## src/rtl/mem_store_queue_mc.sv

```systemverilog
// Multi-channel posted-write store queue: per-channel (addr, data) FIFOs drained
// through one round-robin valid/ready port. Capture is on the wr_en edge or level.
module mem_store_queue_mc #(
    parameter int NUM_CH    = 2,
    parameter int DEPTH     = 16,
    parameter int DW        = 8,
    parameter int AW        = 16,
    parameter int EDGE_MODE = 1,
    localparam int PW = $clog2(DEPTH),
    localparam int LW = PW + 1,
    localparam int CW = (NUM_CH > 1) ? $clog2(NUM_CH) : 1
) (
    input  logic                 clk,
    input  logic                 rst,
    input  logic [NUM_CH-1:0]    wr_en,
    input  logic [NUM_CH*DW-1:0] wr_data,
    input  logic [NUM_CH*AW-1:0] wr_addr,
    input  logic                 rd_ready,
    output logic                 rd_valid,
    output logic [DW-1:0]        rd_data,
    output logic [AW-1:0]        rd_addr,
    output logic [CW-1:0]        rd_ch,
    output logic [NUM_CH-1:0]    full,
    output logic [NUM_CH-1:0]    empty,
    output logic [NUM_CH-1:0]    overflow,
    input  logic [NUM_CH-1:0]    clr_overflow,
    output logic [NUM_CH*LW-1:0] level
);

    logic [DW-1:0]     data_q [NUM_CH][DEPTH];
    logic [DW-1:0]     data_d [NUM_CH][DEPTH];
    logic [AW-1:0]     addr_q [NUM_CH][DEPTH];
    logic [AW-1:0]     addr_d [NUM_CH][DEPTH];
    logic [PW-1:0]     head_q [NUM_CH];
    logic [PW-1:0]     head_d [NUM_CH];
    logic [PW-1:0]     tail_q [NUM_CH];
    logic [PW-1:0]     tail_d [NUM_CH];
    logic [LW-1:0]     level_q [NUM_CH];
    logic [LW-1:0]     level_d [NUM_CH];
    logic [NUM_CH-1:0] ovf_q, ovf_d;
    logic [NUM_CH-1:0] wr_en_prev_q, wr_en_prev_d;
    logic [CW-1:0]     rr_q, rr_d;

    logic [NUM_CH-1:0] non_empty;
    logic [NUM_CH-1:0] capture;
    logic [NUM_CH-1:0] pop;
    logic [CW-1:0]     sel;
    logic              found;
    logic              xfer;

    // Round-robin pick: first non-empty channel at or after rr_q, with wrap.
    always_comb begin
        non_empty = '0;
        found     = 1'b0;
        sel       = '0;
        for (int c = 0; c < NUM_CH; c++) begin
            non_empty[c] = (level_q[c] != '0);
        end
        for (int i = 0; i < NUM_CH; i++) begin
            for (int c = 0; c < NUM_CH; c++) begin
                if (!found && (c == (int'(rr_q) + i) % NUM_CH) && non_empty[c]) begin
                    found = 1'b1;
                    sel   = CW'(c);
                end
            end
        end
    end

    always_comb begin
        rd_valid = found && !rst;
        rd_ch    = sel;
        rd_data  = '0;
        rd_addr  = '0;
        for (int c = 0; c < NUM_CH; c++) begin
            if (found && (sel == CW'(c))) begin
                rd_data = data_q[c][head_q[c]];
                rd_addr = addr_q[c][head_q[c]];
            end
        end
        xfer = rd_valid && rd_ready;
    end

    always_comb begin
        for (int c = 0; c < NUM_CH; c++) begin
            full[c]              = (level_q[c] == LW'(DEPTH));
            empty[c]             = (level_q[c] == '0);
            level[c*LW +: LW]    = level_q[c];
        end
        overflow = ovf_q;
    end

    // Full is judged on the registered level, so a pop in the same cycle
    // does not make room for a capture.
    always_comb begin
        data_d       = data_q;
        addr_d       = addr_q;
        head_d       = head_q;
        tail_d       = tail_q;
        level_d      = level_q;
        ovf_d        = ovf_q & ~clr_overflow;
        wr_en_prev_d = wr_en;
        rr_d         = rr_q;
        capture      = '0;
        pop          = '0;
        for (int c = 0; c < NUM_CH; c++) begin
            capture[c] = (EDGE_MODE != 0) ? (wr_en[c] && !wr_en_prev_q[c]) : wr_en[c];
            pop[c]     = xfer && (sel == CW'(c));
            if (capture[c] && full[c]) begin
                ovf_d[c] = 1'b1;
            end else if (capture[c]) begin
                data_d[c][tail_q[c]] = wr_data[c*DW +: DW];
                addr_d[c][tail_q[c]] = wr_addr[c*AW +: AW];
                tail_d[c]            = tail_q[c] + PW'(1);
            end
            if (pop[c]) begin
                head_d[c] = head_q[c] + PW'(1);
            end
            if (capture[c] && !full[c] && !pop[c]) begin
                level_d[c] = level_q[c] + LW'(1);
            end else if (pop[c] && !(capture[c] && !full[c])) begin
                level_d[c] = level_q[c] - LW'(1);
            end
        end
        if (xfer) begin
            rr_d = (sel == CW'(NUM_CH - 1)) ? '0 : sel + CW'(1);
        end
    end

    always_ff @(posedge clk) begin
        if (rst) begin
            for (int c = 0; c < NUM_CH; c++) begin
                head_q[c]  <= '0;
                tail_q[c]  <= '0;
                level_q[c] <= '0;
            end
            ovf_q        <= '0;
            wr_en_prev_q <= '0;
            rr_q         <= '0;
        end else begin
            head_q       <= head_d;
            tail_q       <= tail_d;
            level_q      <= level_d;
            ovf_q        <= ovf_d;
            wr_en_prev_q <= wr_en_prev_d;
            rr_q         <= rr_d;
        end
    end

    // Storage is qualified by level, so it needs no reset.
    always_ff @(posedge clk) begin
        data_q <= data_d;
        addr_q <= addr_d;
    end

endmodule

```

## config.mk

```make
export PLATFORM = sky130hd
export DESIGN_NAME = mem_store_queue_mc
export DESIGN_NICKNAME = d
export VERILOG_FILES = /design/src/rtl/mem_store_queue_mc.sv
export SDC_FILE = /design/constraint.sdc
export NUM_CORES = 1
export LEC_CHECK = 0
export BUFFER_PORTS_ARGS = -buffer_cell sky130_fd_sc_hd__buf_2
export CAP_MARGIN = 30
export CORE_UTILIZATION = 35
export CTS_CLUSTER_DIAMETER = 50
export DETAILED_ROUTE_END_ITERATION = 7
export PLACE_DENSITY_LB_ADDON = 0.12
export SYNTH_ARGS = -nofsm -noshare
export SYNTH_HDL_FRONTEND = slang
export SYNTH_SLANG_ARGS = --single-unit
export TNS_END_PERCENT = 100
```

## constraint.sdc

```tcl
create_clock -name clk -period 5.7 [get_ports clk]
set_clock_uncertainty 0.15 [all_clocks]
set_input_delay 0 -clock clk [delete_from_list [all_inputs] [get_ports clk]]
set_output_delay 0 -clock clk [all_outputs]
set_load 0.01 [all_outputs]
```

==> impl_metrics.ini <==
[logic_synthesis]
yosysWarnings = 0
syn_inst = 1476
avgSynthCellArea_sq_um = 21.3
syn_area_sq_um = 31500
synth_seq_area_share = 0.752
synth_nets = 1551
synth_enable_flop_cells = 768
dominantRegCellSynth = edfxtp_1
synth_fa_ha_area_frac = 0.00842
ys_ff_latch = 799
synthXorXnorAreaFrac = 0.00528
synth_cell_types = 53
synthMuxAreaShare = 0.155
synth_top_family_by_area = multiplexers
synth-async-reset-ratio = 0
synth_compound_area_frac = 0.0351
yosys.area_share.simple = 0.0262

[sta]
tightest_slew_ns = 0.896
max_slew_margin = 0.402
max_freq_ghz = 0.266
slew_violations = 0
min_period_ns = 3.76
rsz0062_at_grt = no
hold_viol = 0
finalSetupViolCount = 0
fin_setup_tns_ns = 0
timing.final.crit_share = 0.660

[global_route]
grt_first_pass_wirelength_microns = 113000
antenna_found_initial = 1
grt_overflow = 0
met3_usage = 0.0249
grt_use_total = 0.172
grt_pass1_vias = 16100
grtUsageMet2 = 0.274
top_usage_layer = met2
grt_max_degree = 57
met1_usage = 0.249

[floorplanning]
start_util = 0.355
io_pins = 97
die-area_sq_um = 91200
fp.dieH_microns = 302
placementRows = 109
core_sq_um = 88800
die_w_microns = 302

[drt]
totalWireLength_microns = 76900
routed_via_density = 5.17
route.detailed.drc = 18
final_antenna_net_count = 0
drtIter0Drc = 1235
vias = 15200
drt-pass1-iter-count = 7
wire_per_inst_microns = 26.1

[cells_and_area]
fillerInstances = 7728
final_cells = 2947
multiInputGateArea_sq_um = 7470
finalNetCount = 1773
drive_above_1_share = 0.337
syn_to_final_growth_pct = 19.5
ff_latch_area_sq_um = 23700

[clocking]
cts_buffer_depth = 3
ctsHtreeMaxLevel = 3
cts_made_buffers = 98
clkLatencyLatePin_ns = 0.63
clock-sinks = 799
cts_resized = 0
clk_pin_slew_worst_paths_ns = 0.06
cts_tree = built
cts_setup_buffers = 0
cts-root-buf = clkbuf_16
cts.hold.buffers_added = 62

[pwr]
p_leak_nw = 11.8
ir_drop_uv = 238
p_per_area_nw_per_um2 = 432
p_total_mw = 16.3

[worst_setup_path]
startpoint = head_q[0]$_SDFFE_PP0P_
startpoint_type = register
r2r_start = level[5]$_SDFFE_PP0P_
critPathArrivalTime_ns = 3.61
crit_type = register to primary output
worstSetupEndpointType = primary output
worstPathRequired_ns = 5.55
cp_max_fo = 40

[place]
portBuffers = 96
hpwlAfterDp_microns = 43200
gp_congestion = 0.706
dp_cells = 2701

[run_status]
violations = design-rule violations
status = finished with violations

[min_path]
hold_start = rd_ready
min_path_type = input port to register

[run]
cap_violations = 0
stage by stage:
stage | worst slack (ns) | utilization | cell area [sq um] | hold WS, ns
after global placement | 2.27 | 0.377 | 33500 | 0.0956
after detailed placement | 2.26 | 0.379 | 33700 | 0.100
after global routing | 1.62 | 0.424 | 37600 | 0.128
final | 1.94 | 0.424 | 37600 | 0.125
after CTS | 1.68 | 0.424 | 37600 | 0.0788
after floorplan | 2.33 | - | 31500 | -0.0511
metal layers:
metal / wire, microns / part of all wire / up-vias
met3: 3120 / 0.041 / 90
met1: 35900 / 0.47 / 8207
met5: 13 / 0.00017 / -
met2: 36700 / 0.48 / 325
met4: 1240 / 0.016 / 2
li1: - / - / 6599
where the power goes:
part           total (mW)  leakage, nW  internal [mW]  switching [mW]
logic                3.09         2.98           1.37            1.72
clock network        6.33         1.62           3.87            2.46
registers            6.83         7.19           6.61           0.229
total                16.3         11.8           11.8            4.41
cells in the mapped netlist, types with 5 or more instances:
master,instances,share of area
ha_1,18,0.0072
xnor2_1,8,0.0022
o22ai_1,20,0.0040
nand2_1,16,0.0019
nor2b_1,20,0.0040
nand3_1,5,0.00079
a21oi_1,20,0.0032
mux2i_1,44,0.014
nand2b_1,11,0.0022
o32ai_2,19,0.0098
dfxtp_1,31,0.020
inv_1,9,0.0011
buf_2,28,0.0044
o21ai_0,7,0.0011
a211oi_1,23,0.0055
and2b_1,8,0.0019
buf_4,7,0.0017
xor2_1,11,0.0031
mux2_2,22,0.0079
buf_6,19,0.0068
nand4_1,5,0.00099
nor3_1,8,0.0013
clkbuf_1,24,0.0029
edfxtp_1,768,0.73
a21oi_2,20,0.0056
mux4_2,186,0.13
nor2_1,73,0.0087
registers in the layout (all words and copies together) (netlist names):
name          count
head_q            8
tail_q            8
rr_q              1
addr_q          512
wr_en_prev_q      2
overflow          2
level            10
data_q          256
final cells by class:
cell class,instances,share of cell area
Tap cell,1165,0.0387
Timing Repair Buffer,206,0.0429
Clock buffer,116,0.0681
Inverter,10,0.00103
Multi-Input combinational cell,583,0.199
Antenna cell,1,0.0000665
Clock inverter,67,0.0207
Sequential cell,799,0.630
final timing paths:
check / end / slack [ns] / cells past startpoint
setup / recovery: rd_addr[11] / 1.94 / 6
hold / removal: head_q[1]$_SDFFE_PP0P_ / 0.13 / 4
setup reg to reg: level[4]$_SDFFE_PP0P_ / 2.26 / 12
hold reg to reg: level[4]$_SDFFE_PP0P_ / 0.43 / 2
cells in the final DEF (no fill, tap or decap), types with 6 or more instances in the layout:
cell type	count
edfxtp_1	768
mux4_2	186
clkbuf_16	100
buf_2	96
dlygate4sd3_1	62
nor2_1	49
mux2i_1	44
buf_4	38
nor2_4	24
a211oi_1	23
dfxtp_1	23
mux2_2	22
a21oi_2	20
nor2b_1	20
o22ai_1	20
a21oi_1	20
clkinv_2	19
o32ai_2	19
ha_1	18
nand2_1	16
clkbuf_1	16
bufinv_16	14
xor2_1	11
nand2b_1	10
clkinv_1	10
inv_1	9
inv_6	9
nor3_2	8
and2b_1	8
xnor2_1	8
o21ai_0	7
clkinvlp_4	7
clkinv_4	6
dfxtp_4	6
buf_12	6
cell families after synthesis:
| logic type | Yosys count |
|---|---|
| mux | 252 |
| xor+xnor | 19 |
| flops | 799 |
| compound gates | 130 |
| fa+ha+maj | 20 |
| buf+inv | 94 |
| simple gates | 162 |
worst max-delay path, stage by stage (launching register included):
cell	delay, ns
dfxtp_4	0.88
buf_4	0.57
mux4_2	0.58
mux2_2	0.28
a21oi_1	0.28
o21ai_0	0.17
buf_2	0.19
Note: power is estimated with default switching activity, not from simulation.
